$ cat src/rtl/inst_queue_pkg.sv
// Shared sizing constants for the instruction queue and its neighbours.
// The queue top takes its parameter defaults from here.
package inst_queue_pkg;

    localparam logic True  = 1'b1;
    localparam logic False = 1'b0;

    localparam int DataWidth = 32;
    localparam int RSSize    = 16;
    localparam int IQSize    = 16;
    localparam int IQAddrW   = 4;

    typedef logic [IQAddrW-1:0] iq_index_t;
    typedef logic [IQAddrW:0]   iq_count_t;

endpackage

$ cat src/rtl/inst_queue.sv
// Circular instruction FIFO between fetch and decode.
// Registered release, flushed by the ROB on mispredict.
module inst_queue
    import inst_queue_pkg::*;
#(
    parameter int IQ_DEPTH  = IQSize,
    parameter int IQ_ADDR_W = IQAddrW,
    parameter int DATA_W    = DataWidth
) (
    input  logic              clk,
    input  logic              rst,
    input  logic              rdy,
    input  logic              IF_input_valid,
    input  logic [DATA_W-1:0] IF_inst,
    input  logic [DATA_W-1:0] IF_inst_pc,
    input  logic              IF_pred_jump,
    output logic              IQ_is_full,
    input  logic              RS_is_full,
    input  logic              ROB_is_full,
    input  logic              LSB_is_full,
    input  logic              ROB_clear,
    output logic              ID_output_valid,
    output logic [DATA_W-1:0] ID_inst,
    output logic [DATA_W-1:0] ID_inst_pc,
    output logic              ID_pred_jump
);

    localparam logic [IQ_ADDR_W:0] CNT_MAX =
        (IQ_ADDR_W+1)'(IQ_DEPTH);
    localparam logic [IQ_ADDR_W:0] FULL_MARK =
        (IQ_ADDR_W+1)'(IQ_DEPTH - 1);

    logic [IQ_ADDR_W-1:0] head;
    logic [IQ_ADDR_W-1:0] tail;
    logic [IQ_ADDR_W:0]   count;

    logic [DATA_W-1:0] inst_mem [IQ_DEPTH];
    logic [DATA_W-1:0] pc_mem   [IQ_DEPTH];
    logic              pj_mem   [IQ_DEPTH];

    logic stall;
    logic pop;
    logic push;

    assign stall = RS_is_full | ROB_is_full | LSB_is_full;
    assign pop   = (count != '0) & ~stall;
    assign push  = IF_input_valid & ((count < CNT_MAX) | pop);

    // One slot of slack covers the fetcher's in-flight request.
    assign IQ_is_full = (count >= FULL_MARK);

    always_ff @(posedge clk) begin
        if (rdy && !ROB_clear && push) begin
            inst_mem[tail] <= IF_inst;
            pc_mem[tail]   <= IF_inst_pc;
            pj_mem[tail]   <= IF_pred_jump;
        end
    end

    always_ff @(posedge clk or negedge rst) begin
        if (!rst) begin
            head            <= '0;
            tail            <= '0;
            count           <= '0;
            ID_output_valid <= 1'b0;
            ID_inst         <= '0;
            ID_inst_pc      <= '0;
            ID_pred_jump    <= 1'b0;
        end else if (rdy) begin
            if (ROB_clear) begin
                head            <= '0;
                tail            <= '0;
                count           <= '0;
                ID_output_valid <= 1'b0;
            end else begin
                ID_output_valid <= pop;
                if (pop) begin
                    ID_inst      <= inst_mem[head];
                    ID_inst_pc   <= pc_mem[head];
                    ID_pred_jump <= pj_mem[head];
                    head         <= head + 1'b1;
                end
                if (push) begin
                    tail <= tail + 1'b1;
                end
                unique case (1'b1)
                    (push & ~pop): count <= count + 1'b1;
                    (pop & ~push): count <= count - 1'b1;
                    default:       count <= count;
                endcase
            end
        end
    end

endmodule

$ cat config.mk
export PLATFORM = sky130hd
export DESIGN_NAME = inst_queue
export DESIGN_NICKNAME = d
export VERILOG_FILES = /design/src/rtl/inst_queue_pkg.sv /design/src/rtl/inst_queue.sv
export SDC_FILE = /design/constraint.sdc
export NUM_CORES = 1
export LEC_CHECK = 0
export BUFFER_PORTS_ARGS = -buffer_cell sky130_fd_sc_hd__buf_2
export CORE_MARGIN = 10
export CORE_UTILIZATION = 43
export CTS_CLUSTER_DIAMETER = 60
export DETAILED_ROUTE_END_ITERATION = 10
export PLACE_DENSITY = 0.6
export SLEW_MARGIN = 0
export SYNTH_ARGS = -nofsm -noshare
export SYNTH_HDL_FRONTEND = slang
export SYNTH_SLANG_ARGS = --single-unit
$ cat constraint.sdc
create_clock -name clk -period 4.6 [get_ports clk]
set_input_delay 0.23 -clock clk [delete_from_list [all_inputs] [get_ports clk]]
set_output_delay 0.23 -clock clk [all_outputs]
set_load 0.02 [all_outputs]
# Word-level counts from Yosys, hierarchy flattened
# Memories as Yosys holds them, arrays and structs flattened. A register that Yosys moved wholly into a read port is not among the register bits.
# Index checks and enable logic that the tools add are counted.
# word_totals
ram_bits	1040
input_bits	73
mem_count	3
out_inout_bits	67
reg_bits	14
wordCells	47
# memory_table
name	words	word_bits	rd	rd_ports_with_merged_regs	wr	line_no	text
inst_mem	16	32	1	1	1	inst_queue.sv:37	logic [DATA_W-1:0] inst_mem [IQ_DEPTH];
pc_mem	16	32	1	1	1	inst_queue.sv:38	logic [DATA_W-1:0] pc_mem [IQ_DEPTH];
pj_mem	16	1	1	1	1	inst_queue.sv:39	logic pj_mem [IQ_DEPTH];
# op_classes
reduce_logical	14
bitwise_logic	11
add_sub_neg	4
order_cmp	2
n_mux	9
# op_table
op	count
$mux 4	4
$pmux 5 s2	1
$add 4x1->4 const B	2
$reduce_and 2->1	3
$add 5x1->5 const B	1
$ge 5x4->1 const B	1
$lt 5x5->1 const B	1
$mux 5	1
$reduce_bool 5->1	1
$sub 5x1->5 const B	1
$and 1x1->1	4
$logic_not 1->1	4
$not 1->1	4
$reduce_bool 2->1	2
$mux 1	3
$or 1x1->1	3
$reduce_and 3->1	1
$reduce_bool 3->1	1
$logic_and 1x1->1	2

# Depth between registers and ports, before layout
# Gate-level depths: netlist of the first run.
# logic_depth
depth_word	10
depth_mapped	10
depth_no_buf	9

# Least setup slack after synthesis of the first run
# No wires, ideal clock.
# synth_path
path_kind	input-to-reg
from	in ROB_is_full
to	mem inst_mem[0][0] in the netlist's numbering, enable pin
t_required_ps	4170
cell_stages	4
n_path_buf	0
t_arrival_ps	2758
path_slack_ps	1412
setup_ps	430
path_cell_list	o31ai_1 > nand2_1 > nor4_1 > and2_1
# synth_via
elab_chain_len	9
# synth_lines
item	line_no	text
from (decl)	inst_queue.sv:19	input logic ROB_is_full,
$or 1x1->1 (2 in a row)	inst_queue.sv:45	assign stall = RS_is_full | ROB_is_full | LSB_is_full;
$not 1->1	inst_queue.sv:46	assign pop = (count != '0) & ~stall;
$and 1x1->1	inst_queue.sv:46	
$or 1x1->1	inst_queue.sv:47	assign push = IF_input_valid & ((count < CNT_MAX) | pop);
$and 1x1->1	inst_queue.sv:47	
$logic_and 1x1->1	inst_queue.sv:53	if (rdy && !ROB_clear && push) begin
$mux 1	inst_queue.sv:53	
$mux 1 (not written as such)	inst_queue.sv:54	inst_mem[tail] <= IF_inst;
to (decl)	inst_queue.sv:37	
# No other way between the ends.

# Worst setup path in the final report of the first run
# layout_path
from	reg count[4]
to	mem pc_mem[5][25] in the netlist's numbering, enable pin
# layout_via
elab_chain_len	7
word_cells_on_any_way	8
cone_classes	order compare: 1; mux: 2; bitwise: 3; reduce/logical: 2
# layout_lines
item	line_no	text
from (decl)	inst_queue.sv:35	logic [IQ_ADDR_W:0] count;
from (signal assigned)	inst_queue.sv:87	(push & ~pop): count <= count + 1'b1;
from (signal assigned)	inst_queue.sv:88	(pop & ~push): count <= count - 1'b1;
from (signal assigned)	inst_queue.sv:89	default: count <= count;
parallel branches: the longest is 2 deep, another holds $lt 5x5->1	-	
$or 1x1->1 (*)	inst_queue.sv:47	
$and 1x1->1 (*)	inst_queue.sv:47	
$logic_and 1x1->1 (*)	inst_queue.sv:53	
$mux 1 (*)	inst_queue.sv:53	
$mux 1 (not written as such) (*)	inst_queue.sv:55	pc_mem[tail] <= IF_inst_pc;
to (decl)	inst_queue.sv:38	
# Mark *: on every way between the ends.

==> results of run 1 <==
## registers in the layout (all words and copies together) (netlist names), 4 cells and up
name,count
head,4
pc_mem,512
tail,4
inst_mem,512
count,5
ID_inst,32
pj_mem,16
ID_inst_pc,32
## power by group through the flow
stage          sequential (µW)  combinational [µW]  clock (µW)
5_1_grt                  11900                2370        9730
4_1_cts                  11900                2230        9340
3_3_place_gp             12100                2130           0
3_5_place_dp             12100                2170           0
2_1_floorplan            12300                 974           0
6_report                 11900                2170        9160
## cell type report
class	instances	area [µm²]
timing repair buffer	250	2030
clock inverter	48	494
multi-input combinational	626	8550
fill	7631	47900
antenna	2	5.00
sequential	1119	33200
inverter	10	37.5
tap	1276	1600
clock buffer	166	3270
## critical path: stages (launching register included)
cell and delay (ns):
dfrtp_1 0.44, o31ai_1 0.21, nand2_1 0.31, nor4_1 0.61
and2_4 0.83, buf_12 0.29
## path summary, 6_finish.rpt
check,slack (ns),start,end,cells after the start
max in group asynchronous,3.21,rst,ID_inst_pc[2],3
max,1.53,count[4],pc_mem[5][25],5
min reg2reg,0.50,ID_output_valid,ID_output_valid,1
min in group asynchronous,0.20,rst,ID_inst[15],2
max reg2reg,1.53,count[4],pc_mem[5][25],5
min,0.09,IF_input_valid,tail[3],4
## routing by layer
layer  global-route usage  vias up
met5                    0        -
met4               0.0376        2
met3               0.0280      122
met2                0.284      536
met1                0.224    10800
li1                     -     8499
## synth_stat cells, drive strengths merged (2+ instances only)
master / count
mux2: 67
nor2b: 3
or3: 2
o22ai: 134
mux2i: 4
o311ai: 2
a21oi: 71
ha: 7
a2111o: 2
a21o: 3
dfrtp: 79
inv: 10
edfxtp: 1040
a211oi: 3
nand3: 3
clkbuf: 37
nor2: 9
buf: 71
a221o: 3
mux4: 260
a2111oi: 2
o21ai: 5
and3: 2
nor4: 5
and2: 17
nand2: 7
## placed cells by master, fill, tap and decap left out, types with 3 or more instances in the layout
| cell type | instances |
|---|---|
| edfxtp_1 | 1040 |
| mux4_2 | 260 |
| buf_2 | 138 |
| o22ai_1 | 134 |
| clkbuf_16 | 116 |
| dfrtp_1 | 76 |
| a21oi_1 | 71 |
| dlygate4sd3_1 | 70 |
| mux2_2 | 67 |
| clkbuf_1 | 32 |
| buf_12 | 26 |
| clkbuf_8 | 18 |
| clkinv_2 | 17 |
| and2_4 | 16 |
| buf_4 | 16 |
| clkinv_1 | 12 |
| inv_1 | 9 |
| nor2_1 | 9 |
| bufinv_16 | 8 |
| ha_1 | 7 |
| nand2_1 | 6 |
| nor4_1 | 5 |
| o21ai_0 | 5 |
| mux2i_1 | 4 |
| clkinvlp_4 | 4 |
| inv_6 | 4 |
| a21o_1 | 3 |
| nand3_1 | 3 |
| nor2b_1 | 3 |
| a221o_1 | 3 |
| dfrtp_4 | 3 |
## through the flow
step                cell area [µm²]  hold slack, ns  power, µW
floorplan                     42300         -0.0656      13300
global placement              44700           0.381      14200
detailed placement            44700           0.387      14200
CTS                           49200          0.0303      23400
global route                  49200           0.123      24000
finish                        49200          0.0945      23200
## logic make-up (layout without fill, tap and decap cells)
logic type | Yosys count | after routing | share of synthesized area
buffers and inverters | 118 | 474 | 0.0135
adders and majority gates | 7 | 7 | 0.00207
muxes | 331 | 331 | 0.157
and+or+nand+nor | 54 | 54 | 0.00713
other | 0 | 2 | 0
AOI/OAI and AO/OA | 233 | 233 | 0.0344
xor gates and xnor gates | 1 | 1 | 0.000207
DFF | 1119 | 1119 | 0.785
==> impl_metrics.ini, run 1 <==
[sta]
setup_viol = 0
worst_slew_pin_slew_ns = 1.11
rsz0062_at_grt = false
post-route-period-util = 0.668
min_period_ns = 3.07
finalMaxSlewViolations = 0
fin_ws_ns = 1.53
fmaxAchievable_ghz = 0.325
clock_skew_ns = 0.0361
hold_viol = 0
fin_tns_setup_ns = 0
relSlewSlack = 0.260

[yosys]
syn-cell-area_um2 = 42300
synth_area_per_cell_um2 = 22.7
ys_types = 46
ys_seq_elements = 1119
syn_nets = 1943
synth_top_area_frac = 0.739
synth-warning-count = 0
synth_top_cells_by_area = edfxtp_1 (74%), mux4_2 (14%), dfrtp_1 (4.7%)
synth_edf_count = 1040
postSynthCellCount = 1863
synthArstFlopShare = 0.0706
synth_ff_type = edfxtp_1
yosysSeqAreaShare = 0.785
synth_top_cell_by_area = edfxtp_1

[power_and_ir_drop]
p_sw_frac = 0.232
p_switching_uw = 5370
pwr_density_cell_nw_per_um2 = 471
clkPwrFrac = 0.395
leakagePower_uw = 0.0155
internal_power_uw = 17800
comb_power_share = 0.093
ir_drop_v = 0.000618
seqPwrFrac = 0.511

[clock_tree]
cts_hold_buffers = 70
cts_root_buffer = clkbuf_16
post-cts-setup-buffer-count = 0
cts_resized = 0
clock_path_buffers = 3
cts.sinks = 1119
cts_tree = yes
cts-buffers-inserted = 113
path_clk_slew_ns = 0.07
h-tree-depth = 3
insertion_delay_ns = 0.68

[floorplan]
die_width_um = 334
start_util = 0.435
dieHeight_um = 334
core_um2 = 97100
dieArea_um2 = 111000
rows = 114
io_pins = 140

[drt]
wl_met3_um = 4660
drt-met1-wl_um = 39700
via_per_inst = 5.70
finalWirelength_um = 93500
wl_met2_um = 47500
drt-pass1-iter-count = 7
wire_per_inst_um = 26.7
highest_layer = met5
drc = 0
drt_iter0_drc = 1539
vias = 19900
final_antenna_net_count = 0

[placed_design]
place_inst = 3211
pre_cts_ws_ns = 1.33
routabilityCongestion = 0.759
portBuffers = 139
hpwl_um = 51300

[layout]
fin_cells = 3497
drive_gt1_frac = 0.318
syn_to_final_growth_pct = 16.4
nets = 2200
utilization = 0.507

[worst_setup_path]
arrival_ns = 3.42
worstSetupStartpointType = register
path_class = reg -> reg
crit_fanout = 41
crit_path_end_kind = register
cp.required_ns = 4.95

[grt]
grt_pass1_vias = 21500
antenna_found_initial = 3
gr-total-overflow = 0
track_usage = 0.167
grt_start_max_net_pins = 99
grt_pass1_wl_um = 141000

[job]
max_cap_viol_count = 0

[min_path]
hold_class = in -> reg

[outcome]
status = finished clean
No activity file was read; power rests on OpenSTA's default activity.
==> inputs of run 2 (changes only) <==
==> constraint.sdc (replaced) <==
create_clock -name clk -period 3 [get_ports clk]
set_input_delay 0.15 -clock clk [delete_from_list [all_inputs] [get_ports clk]]
set_output_delay 0.15 -clock clk [all_outputs]
set_load 0.02 [all_outputs]
==> run 2 against run 1 <==
  * Routed wire length grew 4.0%
  * Critical endpoint is now count[4]
  * Critical path type unchanged
  * Via count rose by 2.1%
  * Largest cell class unchanged
  * Clock skew grew 0.013 ns
  * Critical path depth increased by 4
  * Sequential share of layout area shrank 1.2 points
  * Worst hold slack worse by 0.023 ns
  * Register-to-register slack lost 1.3 ns
  * First-iteration DRC count rose by 9.2%
==> impl_metrics.ini, run 2 (synthesis gave the netlist of run 1 again) <==
[layout]
diodes = 0
final_common_cell = edfxtp_1
layout_common_cells = edfxtp_1 (1040), mux4_2 (260), buf_2 (138), o22ai_1 (134), clkbuf_16 (112)
fin_cells = 3542
top_regs = inst_mem: 512 flops, pc_mem: 512 flops
nets = 2249
final_area_um2 = 50100
drive_gt1_frac = 0.332
syn_to_final_growth_pct = 18.5

[placed_design]
hpwl_um = 57100
place_inst = 3263
placed_cell_area_um2 = 45600
routabilityCongestion = 0.755
pre_cts_ws_ns = 0.247
portBuffers = 139

[clock_tree]
cts_tree = yes
cts_root_buffer = clkbuf_16
path_clk_slew_ns = 0.06
post-cts-setup-buffer-count = 0
cts-buffers-inserted = 111
cts.sinks = 1119
h-tree-depth = 3
clock_path_buffers = 3
insertion_delay_ns = 0.69

[worst_setup_path]
cp.required_ns = 3.58
worstSetupStartpointType = register
arrival_ns = 3.38
crit_fanout = 8
path_class = reg -> reg
crit_path_end_kind = register

[drt]
finalWirelength_um = 97300
drc = 0
drt_iter0_drc = 1680
vias = 20400
final_antenna_net_count = 0
via_per_inst = 5.75
wire_per_inst_um = 27.5
drt-pass1-iter-count = 8

[floorplan]
core_um2 = 97100
start_util = 0.435
die_width_um = 334
dieArea_um2 = 111000
dieHeight_um = 334
rows = 114
io_pins = 140

[sta]
finalMaxSlewViolations = 0
clock_skew_ns = 0.0493
relSlewSlack = 0.234
worst_slew_pin_slew_ns = 1.15
fmaxAchievable_ghz = 0.356
rsz0062_at_grt = false
setup_viol = 0
holdWs_ns = 0.0717
min_period_ns = 2.81
hold_viol = 0
post-route-period-util = 0.935
fin_ws_ns = 0.195

[grt]
track_usage = 0.173
grt_pass1_vias = 21700
grt_pass1_wl_um = 145000
grt_start_max_net_pins = 96
gr-total-overflow = 0
antenna_found_initial = 3

[min_path]
hold_class = in -> reg

[outcome]
status = finished clean

[power_and_ir_drop]
leakagePower_uw = 0.0159
pwr_density_cell_nw_per_um2 = 714
ir_drop_v = 0.000692

[job]
max_cap_viol_count = 0
## run 2: cell count changes in the layout (fill, tap and decap cells not counted), moves of 5 or more
| cell | delta |
|---|---|
| clkinv_1 | +11 |
| bufinv_16 | +5 |
| buf_12 | +39 |
| clkbuf_1 | -9 |
| buf_4 | +13 |
## run 2: power by group
group / switching [µW] / leakage (µW) / internal, µW
registers: 500 / 0.0103 / 17700
logic: 2040 / 0.00373 / 1400
clock network: 5790 / 0.00185 / 8360
## run 2: worst paths after layout
kind / slack (ns) / to / cells after the start / start
min in group asynchronous: 0.15 / ID_inst[2] / 2 / rst
min: 0.07 / tail[3] / 5 / IF_input_valid
max: 0.19 / count[4] / 9 / count[0]
max in group asynchronous: 2.01 / ID_inst_pc[29] / 3 / rst
max reg2reg: 0.19 / count[4] / 9 / count[0]
min reg2reg: 0.53 / ID_output_valid / 1 / ID_output_valid
## run 2: layout make-up
| cell class | count | area, µm² |
|---|---|---|
| multi-input cells | 626 | 8550 |
| fillers | 7570 | 47000 |
| clock buffers | 149 | 3080 |
| inverters | 10 | 37.5 |
| flip-flops and latches | 1119 | 33200 |
| clock inverters | 61 | 731 |
| repair buffers | 301 | 2900 |
| well taps | 1276 | 1600 |
## run 2: timing repair
item | 4_1_cts | 5_1_grt
resized for setup | 0 | 0
hold buffers | 69 | 0
endpoints found under the hold margin | 1100 | 0
## run 2: per-stage QoR
| stage | setup TNS, ns | utilization | power [µW] |
|---|---|---|---|
| 3_3_place_gp | 0 | 0.470 | 21900 |
| 5_1_grt | 0 | 0.516 | 37100 |
| 2_1_floorplan | -57.05 | - | 20400 |
| 6_report | 0 | 0.516 | 35800 |
| 3_5_place_dp | 0 | 0.470 | 22000 |
| 4_1_cts | 0 | 0.516 | 36200 |
## run 2: worst max-delay path, cell delays in order, from the launching register on
cell	delay (ns)
dfrtp_1	0.48
nor3_2	0.52
a21o_1	0.32
inv_2	0.09
xnor2_1	0.13
ha_1	0.25
or3_1	0.34
a21oi_1	0.23
mux2i_1	0.13
o41ai_2	0.21
## run 2: layer usage
layer	wire length [µm]	share of wire	vias up	track usage
li1	-	-	8582	-
met2	50200	0.52	592	0.302
met1	39900	0.41	11000	0.225
met4	2150	0.022	6	0.0452
met3	4960	0.051	157	0.0286
met5	34	0.00035	-	0
